**config.mk**
```make
export PLATFORM = sky130hd
export DESIGN_NAME = serial_transmitter
export DESIGN_NICKNAME = d
export VERILOG_FILES = /design/src/rtl/serial_pkg.sv /design/src/rtl/serial_baud_tick.sv /design/src/rtl/serial_transmitter.sv
export SDC_FILE = /design/constraint.sdc
export NUM_CORES = 1
export LEC_CHECK = 0
export ABC_AREA = 1
export BUFFER_PORTS_ARGS = -buffer_cell sky130_fd_sc_hd__buf_2
export CORE_MARGIN = 5
export CORE_UTILIZATION = 35
export DETAILED_ROUTE_END_ITERATION = 8
export GPL_TIMING_DRIVEN = 0
export PLACE_DENSITY_LB_ADDON = 0.15
export SETUP_SLACK_MARGIN = 0.02
export SYNTH_ARGS = -nofsm -noshare
export SYNTH_HDL_FRONTEND = slang
export SYNTH_SLANG_ARGS = --single-unit
```
**constraint.sdc**
```tcl
create_clock -name clk -period 3.8 [get_ports clk]
set_input_delay 0.19 -clock clk [delete_from_list [all_inputs] [get_ports clk]]
set_output_delay 0.19 -clock clk [all_outputs]
set_load 0.03 [all_outputs]
```
**src/rtl/serial_pkg.sv**
```systemverilog
// Shared definitions for the single-wire serial link (transmitter and receiver).
package serial_pkg;

    localparam int DATA_BITS = 7;

    typedef enum logic [2:0] {
        ST_IDLE,
        ST_START,
        ST_DATA,
        ST_PARITY,
        ST_STOP
    } tx_state_t;

    // odd = 0 gives even parity: the bit makes the total count of ones even.
    function automatic logic calc_parity(input logic [DATA_BITS-1:0] data, input logic odd);
        return (^data) ^ odd;
    endfunction

endpackage

```
**src/rtl/serial_baud_tick.sv**
```systemverilog
// Bit-period timer: o_tick is high in the last cycle of each CLKS_PER_BIT-cycle bit period.
// Held at zero while i_clear is high, so a new frame always starts on a fresh period.
module serial_baud_tick #(
    parameter int CLKS_PER_BIT = 1
) (
    input  logic clk,
    input  logic rst,
    input  logic i_clear,
    output logic o_tick
);

    generate
        if (CLKS_PER_BIT <= 1) begin : g_const
            logic w_unused;
            assign w_unused = ^{clk, rst, i_clear};
            assign o_tick   = 1'b1;
        end else begin : g_cnt
            localparam int CNT_W = $clog2(CLKS_PER_BIT);
            logic [CNT_W-1:0] r_cnt;

            assign o_tick = (r_cnt == CNT_W'(CLKS_PER_BIT - 1));

            always_ff @(posedge clk) begin
                if (rst || i_clear || o_tick) begin
                    r_cnt <= '0;
                end else begin
                    r_cnt <= r_cnt + 1'b1;
                end
            end
        end
    endgenerate

endmodule

```
**src/rtl/serial_transmitter.sv**
```systemverilog
// Serial link transmitter: start bit, 7 data bits LSB first, parity, STOP_BITS stop bits.
// A one-word holding buffer behind a valid/ready handshake lets frames run back to back.
module serial_transmitter
    import serial_pkg::*;
#(
    parameter int CLKS_PER_BIT = 1,
    parameter int STOP_BITS    = 1,
    parameter bit PARITY_ODD   = 1'b0
) (
    input  logic                 clk,
    input  logic                 rst,
    input  logic                 tx_valid,
    input  logic [DATA_BITS-1:0] data_in,
    output logic                 tx_ready,
    output logic                 busy,
    output logic                 done,
    output logic                 serial_out
);

    generate
        if (CLKS_PER_BIT < 1 || STOP_BITS < 1) begin : g_bad_param
            $error("serial_transmitter: CLKS_PER_BIT and STOP_BITS must both be at least 1");
        end
    endgenerate

    // The index counts data bits in DATA and stop bits in STOP, so it must hold both ranges.
    localparam int IDX_W = (STOP_BITS > 8) ? $clog2(STOP_BITS) : 3;

    tx_state_t            r_state;
    tx_state_t            w_state_nxt;
    logic [DATA_BITS-1:0] r_shift;
    logic [DATA_BITS-1:0] w_shift_nxt;
    logic [IDX_W-1:0]     r_idx;
    logic [IDX_W-1:0]     w_idx_nxt;
    logic                 r_parity;
    logic                 w_parity_nxt;
    logic [DATA_BITS-1:0] r_hold_data;
    logic                 r_hold_full;
    logic                 r_serial_out;
    logic                 w_load;
    logic                 w_hs;
    logic                 w_tick;

    serial_baud_tick #(
        .CLKS_PER_BIT(CLKS_PER_BIT)
    ) u_baud (
        .clk    (clk),
        .rst    (rst),
        .i_clear(r_state == ST_IDLE),
        .o_tick (w_tick)
    );

    assign w_hs       = tx_valid && !r_hold_full;
    assign tx_ready   = !r_hold_full;
    assign busy       = (r_state != ST_IDLE);
    assign serial_out = r_serial_out;

    always_comb begin
        w_state_nxt  = r_state;
        w_shift_nxt  = r_shift;
        w_idx_nxt    = r_idx;
        w_parity_nxt = r_parity;
        w_load       = 1'b0;
        done         = 1'b0;
        case (r_state)
            ST_IDLE: begin
                if (r_hold_full) begin
                    w_load = 1'b1;
                end
            end
            ST_START: begin
                if (w_tick) begin
                    w_state_nxt = ST_DATA;
                    w_idx_nxt   = '0;
                end
            end
            ST_DATA: begin
                if (w_tick) begin
                    w_shift_nxt = {1'b0, r_shift[DATA_BITS-1:1]};
                    if (r_idx == IDX_W'(DATA_BITS - 1)) begin
                        w_state_nxt = ST_PARITY;
                        w_idx_nxt   = '0;
                    end else begin
                        w_idx_nxt = r_idx + 1'b1;
                    end
                end
            end
            ST_PARITY: begin
                if (w_tick) begin
                    w_state_nxt = ST_STOP;
                    w_idx_nxt   = '0;
                end
            end
            ST_STOP: begin
                if (w_tick) begin
                    if (r_idx == IDX_W'(STOP_BITS - 1)) begin
                        done        = 1'b1;
                        w_state_nxt = ST_IDLE;
                        w_load      = r_hold_full;
                    end else begin
                        w_idx_nxt = r_idx + 1'b1;
                    end
                end
            end
            default: w_state_nxt = ST_IDLE;
        endcase
        // Loading from either IDLE or the final stop cycle starts the next frame immediately.
        if (w_load) begin
            w_state_nxt  = ST_START;
            w_shift_nxt  = r_hold_data;
            w_parity_nxt = calc_parity(r_hold_data, PARITY_ODD);
            w_idx_nxt    = '0;
        end
    end

    always_ff @(posedge clk) begin
        if (rst) begin
            r_state  <= ST_IDLE;
            r_shift  <= '0;
            r_idx    <= '0;
            r_parity <= 1'b0;
        end else begin
            r_state  <= w_state_nxt;
            r_shift  <= w_shift_nxt;
            r_idx    <= w_idx_nxt;
            r_parity <= w_parity_nxt;
        end
    end

    always_ff @(posedge clk) begin
        if (rst) begin
            r_hold_full <= 1'b0;
            r_hold_data <= '0;
        end else begin
            if (w_hs) begin
                r_hold_data <= data_in;
            end
            r_hold_full <= w_hs || (r_hold_full && !w_load);
        end
    end

    // Line follows the state one cycle later, so it is a pure flop output.
    always_ff @(posedge clk) begin
        if (rst) begin
            r_serial_out <= 1'b1;
        end else begin
            case (r_state)
                ST_START:  r_serial_out <= 1'b0;
                ST_DATA:   r_serial_out <= r_shift[0];
                ST_PARITY: r_serial_out <= r_parity;
                default:   r_serial_out <= 1'b1;
            endcase
        end
    end

endmodule

```
# Yosys cells after proc, flatten, opt, wreduce, memory -nomap -nowiden
# Cells that the tools add are included.
[op_classes]
n_bitwise = 1
n_reduce_logical = 16
addsub = 1
eq_ne = 11
muxes = 15
[op_table]
columns = ["operator", "count"]
rows = [
  ["case mux 3 bit (5 select lines)", 1],
  ["2-to-1 mux 7 bit", 2],
  ["2-to-1 mux 3 bit", 4],
  ["case mux 3 bit (3 select lines)", 1],
  ["!= test 2 bit (second input constant)", 4],
  ["XOR reduction 7 bit", 1],
  ["== test 3 x 2 -> 1 bit (second input constant)", 2],
  ["== test 3 bit (second input constant)", 2],
  ["zero test 3 bit", 2],
  ["!= test 3 bit (second input constant)", 2],
  ["AND reduction 3 bit", 2],
  ["nonzero test 3 bit", 2],
  ["2-to-1 mux 1 bit", 5],
  ["OR reduction 2 bit", 2],
  ["adder 3 x 1 -> 3 bit (second input constant)", 1],
  ["== test 3 x 1 -> 1 bit (second input constant)", 1],
  ["case mux 1 bit (3 select lines)", 1],
  ["logical AND 1 bit", 2],
  ["zero test 1 bit", 2],
  ["case mux 1 bit (2 select lines)", 1],
  ["AND reduction 2 bit", 1],
  ["nonzero test 2 bit", 1],
  ["logical OR 1 bit", 1],
  ["NOT 1 bit", 1],
]
[totals]
reg_bits = 23
out_inout_bits = 4
input_bits = 10
word_cells = 52

# Logic depth before layout (Yosys ltp)
# Gate-level depths: netlist of run 1.
[depth]
word_depth = 6
ltp_mapped = 10
depth_no_buf = 10

# Cells and area by module
# Synthesis of run 1 repeated with hierarchy kept, for this count alone.
[unflattened]
cells_unflattened = 206
hier_area_um2 = 1323.8
[modules_own_cells]
columns = ["mod", "instances", "cells_per_inst", "seq_area_each_um2", "area_per_inst_um2"]
rows = [
  ["serial_transmitter", 1, 204, 460.4, 1312.5],
  ["serial_baud_tick", 1, 2, 0.0, 11.3],
]

# Least setup slack after synthesis of run 1
# No wires, ideal clock.
[synth_path]
path_type = "register -> output"
from = "register r_idx[0]"
to = "output done"
t_arrival_ns = 1.306
required_time_ns = 3.610
slack_ns = 2.304
path_buffers = 0
stages_incl_launch_ff = 5
cell_sequence = "dfxtp_1 > inv_1 > ha_1 > nand2_2 > nor3_1"
[synth_between]
elab_chain_len = 3
[synth_lines]
columns = ["item", "line", "text"]
rows = [
  ["start, declared", "serial_transmitter.sv:33", "logic [IDX_W-1:0] r_idx;"],
  ["start signal, assigned", "serial_transmitter.sv:125", "r_idx <= w_idx_nxt;"],
  ["zero test 3 bit", "serial_transmitter.sv:96", "if (r_idx == IDX_W'(STOP_BITS - 1)) begin"],
  ["2-to-1 mux 1 bit", "serial_transmitter.sv:96", ""],
  ["2-to-1 mux 1 bit", "serial_transmitter.sv:65", "case (r_state)"],
  ["end, declared", "serial_transmitter.sv:16", "output logic done,"],
]
# No other way between the ends.

# Worst setup path after layout of run 1
# Same ends and word-level chain as after synthesis.

==> metrics.csv, run 1 <==
stage;metric;value;unit
outcome;run_status;finished, final reports clean;
setup_path;critPathArrivalTime;1380;ps
clocking;cts_tree;built;
final_layout;seq_area;460;µm²
power;ir_drop;0.154;mV
clocking;path_clk_slew;130;ps
setup_path;end_kind;primary output;
timing;fin_ws;2230;ps
floorplan;dieWidth;67.8;µm
synth;ys_types;22;
clocking;clock_sinks;23;
clocking;cts_setup_buffers;0;
floorplan;start_util;35.6;%
hold_path;holdPathStages;3;
setup_path;cp_data_required_time;3610;ps
final_layout;area_delta_synth_final;12.8;%
timing;timing.fmax;637;MHz
global_route;grt_first_pass_wirelength;4360;µm
synth;syn-mean-instance-area;7.05;µm²
final_layout;fillers;365;
timing;tightest_slew;252;ps
synth;mappedNetlistArea;1170;µm²
final_layout;finalNetCount;197;
timing;slew_viol_final;0;
setup_path;r2r-start;r_idx[0];
setup_path;cpMaxStageDelayCell;dfxtp_1;
clocking;clockBufferDepth;2;
setup_path;cpPeakStageDelay;340;ps
hold_path;hold_path.class;input port to register;
route;drc_errors;0;
synth;synth_xor_area_share;0.749;%
hold_path;hold_end;r_hold_full;
synth;synthSimpleGateAreaFrac;30.7;%
global_route;grt_overflow;0;
final_layout;multi_input_area;594;µm²
final_layout;final_area;1320;µm²
route;wl_per_cell;10.5;µm
timing;slew_headroom;83.2;%
placed_design;io_buffers;13;
final_layout;mostFrequentLayoutCell;nand2_1;
global_route;first_global_vias;1077;
route;ant_nets;0;
setup_path;reg2reg_to;r_shift[5];
global_route;antenna_found_initial;0;
synth;synth_compound_area_share;16.1;%
clocking;cts_made_buffers;3;
clocking;htreeDepth;1;
floorplan;pin_count;14;
synth;synth_top_family_by_area;simple AND/OR/NAND/NOR gates;
clocking;clk_latency;310;ps
final_layout;final_cells;229;
global_route;gr-usage-all-layers;12.4;%
final_layout;layout-drive-gt1-share;20.2;%
floorplan;fp.dieArea;4600;µm²
global_route;top_usage_layer;met2;
final_layout;num_antenna_cells;0;
synth;synthMuxAreaShare;0;%
timing;finClkSkew;0.728;ps
timing;rsz0062_at_grt;false;
synth;synthDominantCellAreaShare;39.4;%
route;drtPass1Iterations;4;
final_layout;utilization;40.2;%
placed_design;dp_hpwl;1910;µm
setup_path;critical_path_class;register to primary output;
clocking;ctsResizeCount;0;
setup_path;rr_worst_depth;8;
timing;fin_crit_sh;41.3;%
synth;synth_top_area_cell;dfxtp_1;
synth;ys_seq_area_share;39.4;%
clocking;root_buffer;clkbuf_4;
global_route;use_met2;20.5;%
route;vias;1059;
placed_design;gp_congestion;0.759;
route;via_per_inst;4.62;
hold_path;min_from;tx_valid;
setup_path;critPathLaunchType;register;
synth;syn_nets;179;
synth;yosysWarningCount;0;
timing;setup_violations;0;
run;maxCapViolations;0;
timing;fin_setup_tns;0;ps
setup_path;cp_cell_sequence;inv_1, ha_1, nand2_2, nor3_1, buf_2;
clocking;cts_hold_buffers;0;
timing;fin_crit;1570;ps
route;routed_wl;2420;µm
placed_design;dpl_cell_area;1290;µm²
final_layout;most-common-layout-cells;nand2_1 (48), dfxtp_1 (23), inv_1 (20), buf_2 (15), a21oi_1 (15);
global_route;grtUsageMet3;2.30;%
setup_path;reg2reg_slack;2420;ps
route;drt-initial-drc-count;56;
power;power_density;398;nW/µm²
floorplan;die_h;67.8;µm
setup_path;cp_max_fo;3;
timing;hold_viol_final;0;
global_route;grt_max_degree;14;
synth;synth_fa_ha_area_share;3.21;%
floorplan;core-area;3280;µm²
synth;synthCells;166;
floorplan;placementRows;21;
synth;ys_ff_latch;23;
synth;yosys-top-cells-area;dfxtp_1 (39%), nand2_1 (15%), a21oi_1 (6.4%);
power;p_leak;0.586;nW
global_route;met1_usage;15.1;%
placed_design;dp_slack;2430;ps
placed_design;dp.cells;225;
==> worst max-delay path by stage <==
stage | from | slack [ps] | to
finish | r_idx[0] | 2230 | done
global route | r_idx[0] | 2080 | done
CTS | r_idx[0] | 2200 | done
detailed placement | r_idx[0] | 2430 | r_state[1]
global placement | r_idx[0] | 2450 | r_state[1]
floorplan | r_idx[0] | 2300 | done
==> metrics by stage <==
step	total power [W]	hold slack (ps)
2_1_floorplan	0.000383	341
3_3_place_gp	0.000412	454
3_5_place_dp	0.000418	469
4_1_cts	0.000537	114
5_1_grt	0.000561	126
6_report	0.000525	125
==> power by group <==
group          internal, W  switching, W
Sequential        0.000261     0.0000119
Clock            0.0000393     0.0000743
Combinational    0.0000474     0.0000914
Total             0.000347      0.000178
==> logic make-up (layout without fill, tap and decap cells) <==
| logic type | Yosys count | count (layout) |
|---|---|---|
| buf+inv | 28 | 45 |
| flops | 23 | 23 |
| xor+xnor | 1 | 1 |
| fa+ha+maj | 3 | 3 |
| simple gates | 78 | 78 |
| compound gates | 33 | 33 |
==> routing by layer <==
metal  vias up  wire length, µm
met1       480             1140
met4         0               42
met2        16             1150
met5         -                0
li1        558                -
met3         5               80
==> sequential cells by signal (all words and copies together) (netlist names) <==
name and flops:
serial_out 1, r_parity 1, r_hold_data 7, r_hold_full 1, r_state 3, r_idx 3, r_shift 7
==> Yosys cell counts <==
cell type,instances
nand2_1,48
nor3_1,1
inv_2,5
o21a_1,5
buf_2,2
nor2_1,8
a211oi_1,1
nand3_1,11
ha_1,3
o22ai_1,1
nand2_4,2
nor2_2,1
a21oi_2,2
o21ai_0,9
buf_6,1
xor2_1,1
nor3b_2,1
a21oi_1,15
dfxtp_1,23
inv_1,20
nand2_2,4
nor2_4,2
==> worst max-delay path: cells and delay by family (launching register included) <==
kind                       cells  cell delay (ps)
buffers and inverters          2              330
DFF                            1              340
and+or+nand+nor                2              230
adders and majority gates      1              170
==> area by class of cell <==
class | count | share of cell area [%]
well taps | 46 | 4.36
plain buffers | 3 | 1.61
clock inverters | 1 | 0.379
flip-flops and latches | 23 | 34.9
clock buffers | 3 | 1.71
inverters | 25 | 7.11
multi-input cells | 115 | 45.0
repair buffers | 13 | 4.93
Power figures use the tool's default switching activity.
==> inputs of run 2 (changes only) <==
- ABC_AREA: 1 -> 0
- clock period: 3.8 -> 1.6 ns (I/O delays scaled with it)
==> run 2 against run 1 <==
Effect of this change:
- clock power increased by 150%
- clock skew increased by 6.7 ps
- first-iteration DRC count decreased by 43%
- sequential share of layout area increased by 0.36 points
- synthesized cell count decreased by 30%
- die area decreased by 6.6%
- cell area decreased by 0.47%
- routed wire length decreased by 13%
- power increased to 2.7 times the previous value
- combinational power increased to 3.4 times the previous value
- register-to-register slack got worse by 2300 ps
- flip-flop and latch count unchanged
==> metrics.csv, run 2 <==
stage;metric;value;unit;change
outcome;run_status;finished, final reports clean;;
floorplan;core-area;3000;µm²;-8.6%
timing;timing.fmax;662;MHz;
timing;setup_violations;0;;unchanged
power;power_density;1080;nW/µm²;+170%
setup_path;cp_max_fo;5;;+2
global_route;antenna_found_initial;0;;unchanged
power;p_leak;0.527;nW;-10%
hold_path;holdPathStages;3;;unchanged
synth;ys.flop_type;dfxtp_1;;
synth;synth_fa_ha_area_share;3.48;%;+0.27 points
synth;synth_async_sr_flop_share;0;%;unchanged
floorplan;pin_count;14;;unchanged
timing;slew_headroom;67.8;%;-15 points
timing;finClkSkew;7.43;ps;+6.70 ps
global_route;grt_max_degree;15;;+1
synth;yosys.cell_count.top_type;dfxtp_1;;
synth;syn_nets;130;;-27%
placed_design;dp_hpwl;1460;µm;-24%
floorplan;fp.dieArea;4300;µm²;-6.6%
final_layout;fillers;297;;-19%
clocking;path_clk_slew;140;ps;about the same
setup_path;reg2reg_to;r_parity;;
floorplan;start_util;36.0;%;+0.34 points
synth;ys_types;31;;+41%
clocking;htreeDepth;1;;unchanged
route;via_per_inst;4.85;;+4.8%
setup_path;critPathArrivalTime;1710;ps;+330 ps
synth;synth_xor_area_share;7.30;%;+6.6 points
synth;ys_seq_area_share;42.6;%;+3.3 points
floorplan;die_h;65.5;µm;-3.3%
route;wl_per_cell;11.9;µm;+13%
final_layout;mostFrequentLayoutCell;dfxtp_1;;
hold_path;min_from;data_in[1];;
final_layout;finalNetCount;157;;-20%
timing;fin_crit_sh;94.4;%;
route;routed_wl;2100;µm;-13%
synth;yosysWarningCount;0;;unchanged
route;drtPass1Iterations;4;;unchanged
setup_path;r2r-start;r_idx[1];;
final_layout;num_antenna_cells;0;;unchanged
setup_path;rr_worst_depth;7;;-1
setup_path;critPathLaunchType;register;;
route;drc_errors;0;;unchanged
run;maxCapViolations;0;;unchanged
synth;synthCells;117;;-30%
floorplan;dieWidth;65.5;µm;-3.3%
timing;slew_viol_final;0;;unchanged
synth;synth_top_area_cell;dfxtp_1;;
synth;synth_edf_count;0;;unchanged
setup_path;end_kind;register;;
global_route;gr-usage-all-layers;10.4;%;-1.9 points
clocking;cts_made_buffers;3;;unchanged
global_route;first_global_vias;755;;-30%
timing;fin_crit;1510;ps;
placed_design;gp_congestion;0.749;;-1.3%
final_layout;area_delta_synth_final;21.7;%;
synth;synthDominantCellAreaShare;42.6;%;+3.3 points
synth;yosys-top-cells-area;dfxtp_1 (43%), mux2i_1 (8.3%), nor2_1 (6.3%);;
setup_path;critical_path_class;register to register;;
placed_design;io_buffers;13;;unchanged
final_layout;utilization;43.8;%;+3.6 points
clocking;clock_sinks;23;;unchanged
clocking;clockBufferDepth;2;;unchanged
clocking;cts_tree;built;;
power;ir_drop;0.567;mV;+270%
timing;whs;8.71;ps;-117 ps
synth;synthMuxAreaShare;8.34;%;+8.3 points
synth;ys_ff_latch;23;;unchanged
synth;synthSimpleGateAreaFrac;18.4;%;-12 points
route;drt-initial-drc-count;32;;-43%
route;vias;853;;-19%
synth;synth_compound_area_share;14.4;%;-1.8 points
synth;mappedNetlistArea;1080;µm²;-7.7%
setup_path;cp_data_required_time;1800;ps;-1810 ps
floorplan;placementRows;20;;-4.8%
final_layout;layout-drive-gt1-share;23.8;%;+3.6 points
global_route;grt_overflow;0;;unchanged
timing;rsz0062_at_grt;true;;
route;ant_nets;0;;unchanged
synth;synth_common_cells;dfxtp_1 (23), nor2_1 (18), nand2_1 (10);;
setup_path;reg2reg_slack;90;ps;-2330 ps
clocking;clk_latency;310;ps;about the same
final_layout;largestRegisters;r_hold_data x7, r_shift x7;;
hold_path;hold_path.class;input port to register;;
synth;syn-mean-instance-area;9.23;µm²;+31%
hold_path;hold_end;r_hold_data[1];;
synth;synth_top_family_by_area;simple AND/OR/NAND/NOR gates;;
timing;tightest_slew;481;ps;+229 ps
global_route;grt_first_pass_wirelength;3520;µm;-19%
final_layout;most-common-layout-cells;dfxtp_1 (21), nor2_1 (18), buf_2 (16), nand2_1 (10);;
clocking;root_buffer;clkbuf_4;;
power;power.total;0.00142;W;+170%
timing;hold_viol_final;0;;unchanged
run 2: layer usage:
| metal | wire, µm | GRT usage [%] |
|---|---|---|
| met5 | 0 | 0 |
| met4 | 21 | 2.33 |
| met3 | 77 | 3.59 |
| met2 | 922 | 16.2 |
| met1 | 1080 | 13.9 |
run 2: timing repair:
action	CTS	global route
cloned	1	0
gates resized for setup	3	3
pin swaps	2	0
endpoints found under the hold margin	7	0
endpoints found under the setup margin	13	13
hold buffers	7	0
setup buffers	0	1
run 2: cells by family (layout without fill, tap and decap cells):
kind of cell    Yosys count  after routing
flops                    23             23
compound gates           21             21
mux                       9              9
xor+xnor                  9              9
fa+ha+maj                 3              3
simple gates             42             42
buf+inv                  10             36
run 2: report_power, final:
group          leakage [nW]  internal [W]  switching, W
Combinational         0.325      0.000214      0.000263
Sequential            0.189      0.000625     0.0000317
Clock                0.0139     0.0000952      0.000187
run 2: worst max path at each step:
stage	from	slack, ps	to	cells after the start
after floorplan	r_idx[0]	80	r_parity	7
after global placement	r_idx[0]	-6	r_parity	7
after detailed placement	r_idx[0]	-40	r_shift[6]	8
after CTS	r_idx[1]	30	r_parity	7
after global routing	r_idx[1]	-20	r_shift[0]	7
final	r_idx[1]	90	r_parity	7
run 2: area by class of cell:
| cell class | instances | area (µm²) | area share, % |
|---|---|---|---|
| clock buffer | 3 | 22.5 | 1.71 |
| clock inverter | 1 | 7.51 | 0.571 |
| multi-input combinational | 84 | 573 | 43.6 |
| timing repair buffer | 22 | 148 | 11.2 |
| sequential | 23 | 463 | 35.2 |
| buffer | 7 | 47.5 | 3.62 |
| tap | 33 | 41.3 | 3.14 |
| inverter | 3 | 11.3 | 0.857 |
run 2: through the flow:
step                worst slack, ps  instances  instance area, µm²  TNS [ps]
finish                         89.4        176                1310         0
global route                  -21.0        176                1310     -53.9
CTS                            30.0        175                1310         0
detailed placement            -35.1        163                1190      -124
global placement              -6.30        163                1190     -6.30
floorplan                      75.7        117                1080         0
run 2: worst max-delay path, stage by stage (launching register included):
cell and delay [ps]:
dfxtp_2 370, inv_2 70, ha_4 140, nand2b_4 60, a2111oi_4 360, buf_6 180
mux2i_1 180, nor2_1 50
==> inputs of run 3 (changes only) <==
- CTS_BUF_LIST: unset -> sky130_fd_sc_hd__clkbuf_16
==> run 3 against run 2 <==
Effect of this change:
- combinational power about the same
- global-route usage unchanged
- clock power increased by 94%
- sequential power about the same
- first-iteration DRC count increased by 9.4%
- clock skew decreased by 3.2 ps
- utilization decreased by 0.083 points
- cell area decreased by 0.19%
- critical endpoint is now r_idx[1]
==> metrics.csv, run 3 (same netlist as run 2, synthesis figures left out) <==
stage;metric;value;unit;change
outcome;run_status;finished, final reports clean;;
clocking;cts_tree;built;;
timing;tightest_slew;458;ps;-22.6 ps
route;vias;819;;-4.0%
setup_path;cp_max_fo;5;;unchanged
final_layout;most-common-layout-cells;dfxtp_1 (21), nor2_1 (17), buf_2 (15), nand2_1 (10);;
floorplan;start_util;36.0;%;unchanged
placed_design;dp_slack;-35.1;ps;unchanged
timing;fin_crit;1560;ps;+47.4 ps
clocking;clockBufferDepth;2;;unchanged
timing;finClkSkew;4.20;ps;-3.23 ps
clocking;path_clk_slew;60;ps;-80 ps
power;power.net_switching;0.000506;W;+5.3%
timing;rsz0062_at_grt;true;;
final_layout;fillers;295;;-0.67%
route;drtPass1Iterations;4;;unchanged
timing;slew_headroom;69.4;%;+1.6 points
power;p_leak;0.524;nW;-0.60%
timing;whs;36.5;ps;+27.8 ps
setup_path;end_kind;register;;
final_layout;mostFrequentLayoutCell;dfxtp_1;;
floorplan;pin_count;14;;unchanged
power;power_density;1280;nW/µm²;+19%
global_route;grt_first_pass_wirelength;3500;µm;-0.60%
route;wl_per_cell;12.0;µm;+0.72%
route;ant_nets;0;;unchanged
final_layout;num_antenna_cells;0;;unchanged
power;power.total;0.00168;W;+19%
timing;hold_viol_final;0;;unchanged
power;sw_frac_of_total;30.2;%;-3.8 points
clocking;cts_hold_buffers;0;;-7
power;power_frac_comb;28.2;%;-5.5 points
route;drt-initial-drc-count;35;;+9.4%
global_route;antenna_found_initial;0;;unchanged
clocking;root_buffer;clkbuf_16;;
floorplan;fp.dieArea;4300;µm²;unchanged
global_route;gr-usage-all-layers;10.4;%;unchanged
floorplan;placementRows;20;;unchanged
global_route;grt_overflow;0;;unchanged
final_layout;finalNetCount;150;;-4.5%
final_layout;layout-drive-gt1-share;26.5;%;+2.7 points
floorplan;die_h;65.5;µm;unchanged
timing;fin_ws;42.1;ps;-47.4 ps
final_layout;largestRegisters;r_hold_data x7, r_shift x7;;
power;ir_drop;0.711;mV;+25%
clocking;cts_made_buffers;3;;unchanged
power;power_frac_clock;32.6;%;+13 points
setup_path;critPathArrivalTime;1700;ps;about the same
placed_design;dp_hpwl;1460;µm;unchanged
global_route;grt_max_degree;15;;unchanged
setup_path;critical_path_class;register to register;;
route;via_per_inst;4.85;;about the same
floorplan;core-area;3000;µm²;unchanged
clocking;clk_latency;260;ps;-50 ps
route;routed_wl;2030;µm;-3.3%
final_layout;area_delta_synth_final;21.4;%;
placed_design;gp_congestion;0.749;;unchanged
power;seqPwrFrac;39.2;%;-7.2 points
power;p_int;0.00117;W;+26%
clocking;htreeDepth;1;;unchanged
timing;timing.fmax;642;MHz;-3.0%
setup_path;cp_data_required_time;1740;ps;-60 ps
placed_design;io_buffers;13;;unchanged
timing;slew_viol_final;0;;unchanged
hold_path;hold_path.class;input port to register;;
timing;fin_crit_sh;97.4;%;+3.0 points
global_route;first_global_vias;744;;-1.5%
clocking;clock_sinks;23;;unchanged
run;maxCapViolations;0;;unchanged
route;drc_errors;0;;unchanged
setup_path;critPathLaunchType;register;;
timing;fin_setup_tns;0;ps;unchanged
timing;setup_violations;0;;unchanged
floorplan;dieWidth;65.5;µm;unchanged
-- run 3: changes by cell type in the layout (fill, tap and decap cells not counted) --
cell / previous run / this run
clkbuf_16: 0 / 3
nor2_1: 18 / 17
nor3_1: 2 / 1
clkbuf_4: 3 / 0
buf_4: 2 / 3
buf_2: 16 / 15
nor3_2: 0 / 1
nor2_4: 0 / 1
dlygate4sd3_1: 7 / 0
-- run 3: area by class of cell --
type | instances | area (µm²) | area share [%]
Tap cell | 33 | 41.3 | 3.15
Inverter | 3 | 11.3 | 0.859
Clock inverter | 1 | 7.51 | 0.573
Buffer | 7 | 47.5 | 3.63
Sequential cell | 23 | 463 | 35.3
Multi-Input combinational cell | 84 | 586 | 44.7
Clock buffer | 3 | 75.1 | 5.73
Timing Repair Buffer | 15 | 80.1 | 6.11
-- run 3: routing by layer --
layer  share of wire [%]  GRT usage (%)  vias to the layer above
li1                    -              -                      434
met1                  51           13.9                      372
met2                  45           15.7                        9
met3                 3.1           3.76                        4
met4                 1.3           3.11                        0
met5                   0              0                        -
-- run 3: metrics by stage --
stage / cells / utilization, % / cell area, µm²
2_1_floorplan: 117 / - / 1080
3_3_place_gp: 163 / 39.5 / 1190
3_5_place_dp: 163 / 39.5 / 1190
4_1_cts: 168 / 42.8 / 1290
5_1_grt: 169 / 43.7 / 1310
6_report: 169 / 43.7 / 1310
-- run 3: worst max-delay path, stage by stage (launching register included) --
cell	delay, ps
dfxtp_2	340
inv_2	70
ha_4	140
nand2b_4	60
a2111oi_4	410
buf_6	180
nor2_1	70
o21ai_2	100
nor2_1	80
-- run 3: repair_timing --
| action | 4_1_cts | 5_1_grt |
|---|---|---|
| pin swaps | 2 | 11 |
| buffers inserted | 0 | 1 |
| setup endpoints to repair | 11 | 12 |
| endpoints found under the hold margin | 0 | 0 |
| resized for setup | 2 | 8 |
| cloned | 1 | 0 |
-- run 3: power groups by stage --
stage	combinational, W	sequential [W]	clock, W
2_1_floorplan	0.000340	0.000671	0
3_3_place_gp	0.000428	0.000666	0
3_5_place_dp	0.000432	0.000668	0
4_1_cts	0.000453	0.000655	0.000563
5_1_grt	0.000520	0.000665	0.000591
6_report	0.000473	0.000658	0.000548
-- run 3: final timing paths --
| kind | from | to | slack (ps) | cells after the start |
|---|---|---|---|---|
| max | r_idx[0] | r_idx[1] | 40 | 8 |
| min | tx_valid | r_hold_full | 40 | 2 |
| max reg2reg | r_idx[0] | r_idx[1] | 40 | 8 |
| min reg2reg | r_shift[4] | r_shift[4] | 460 | 2 |
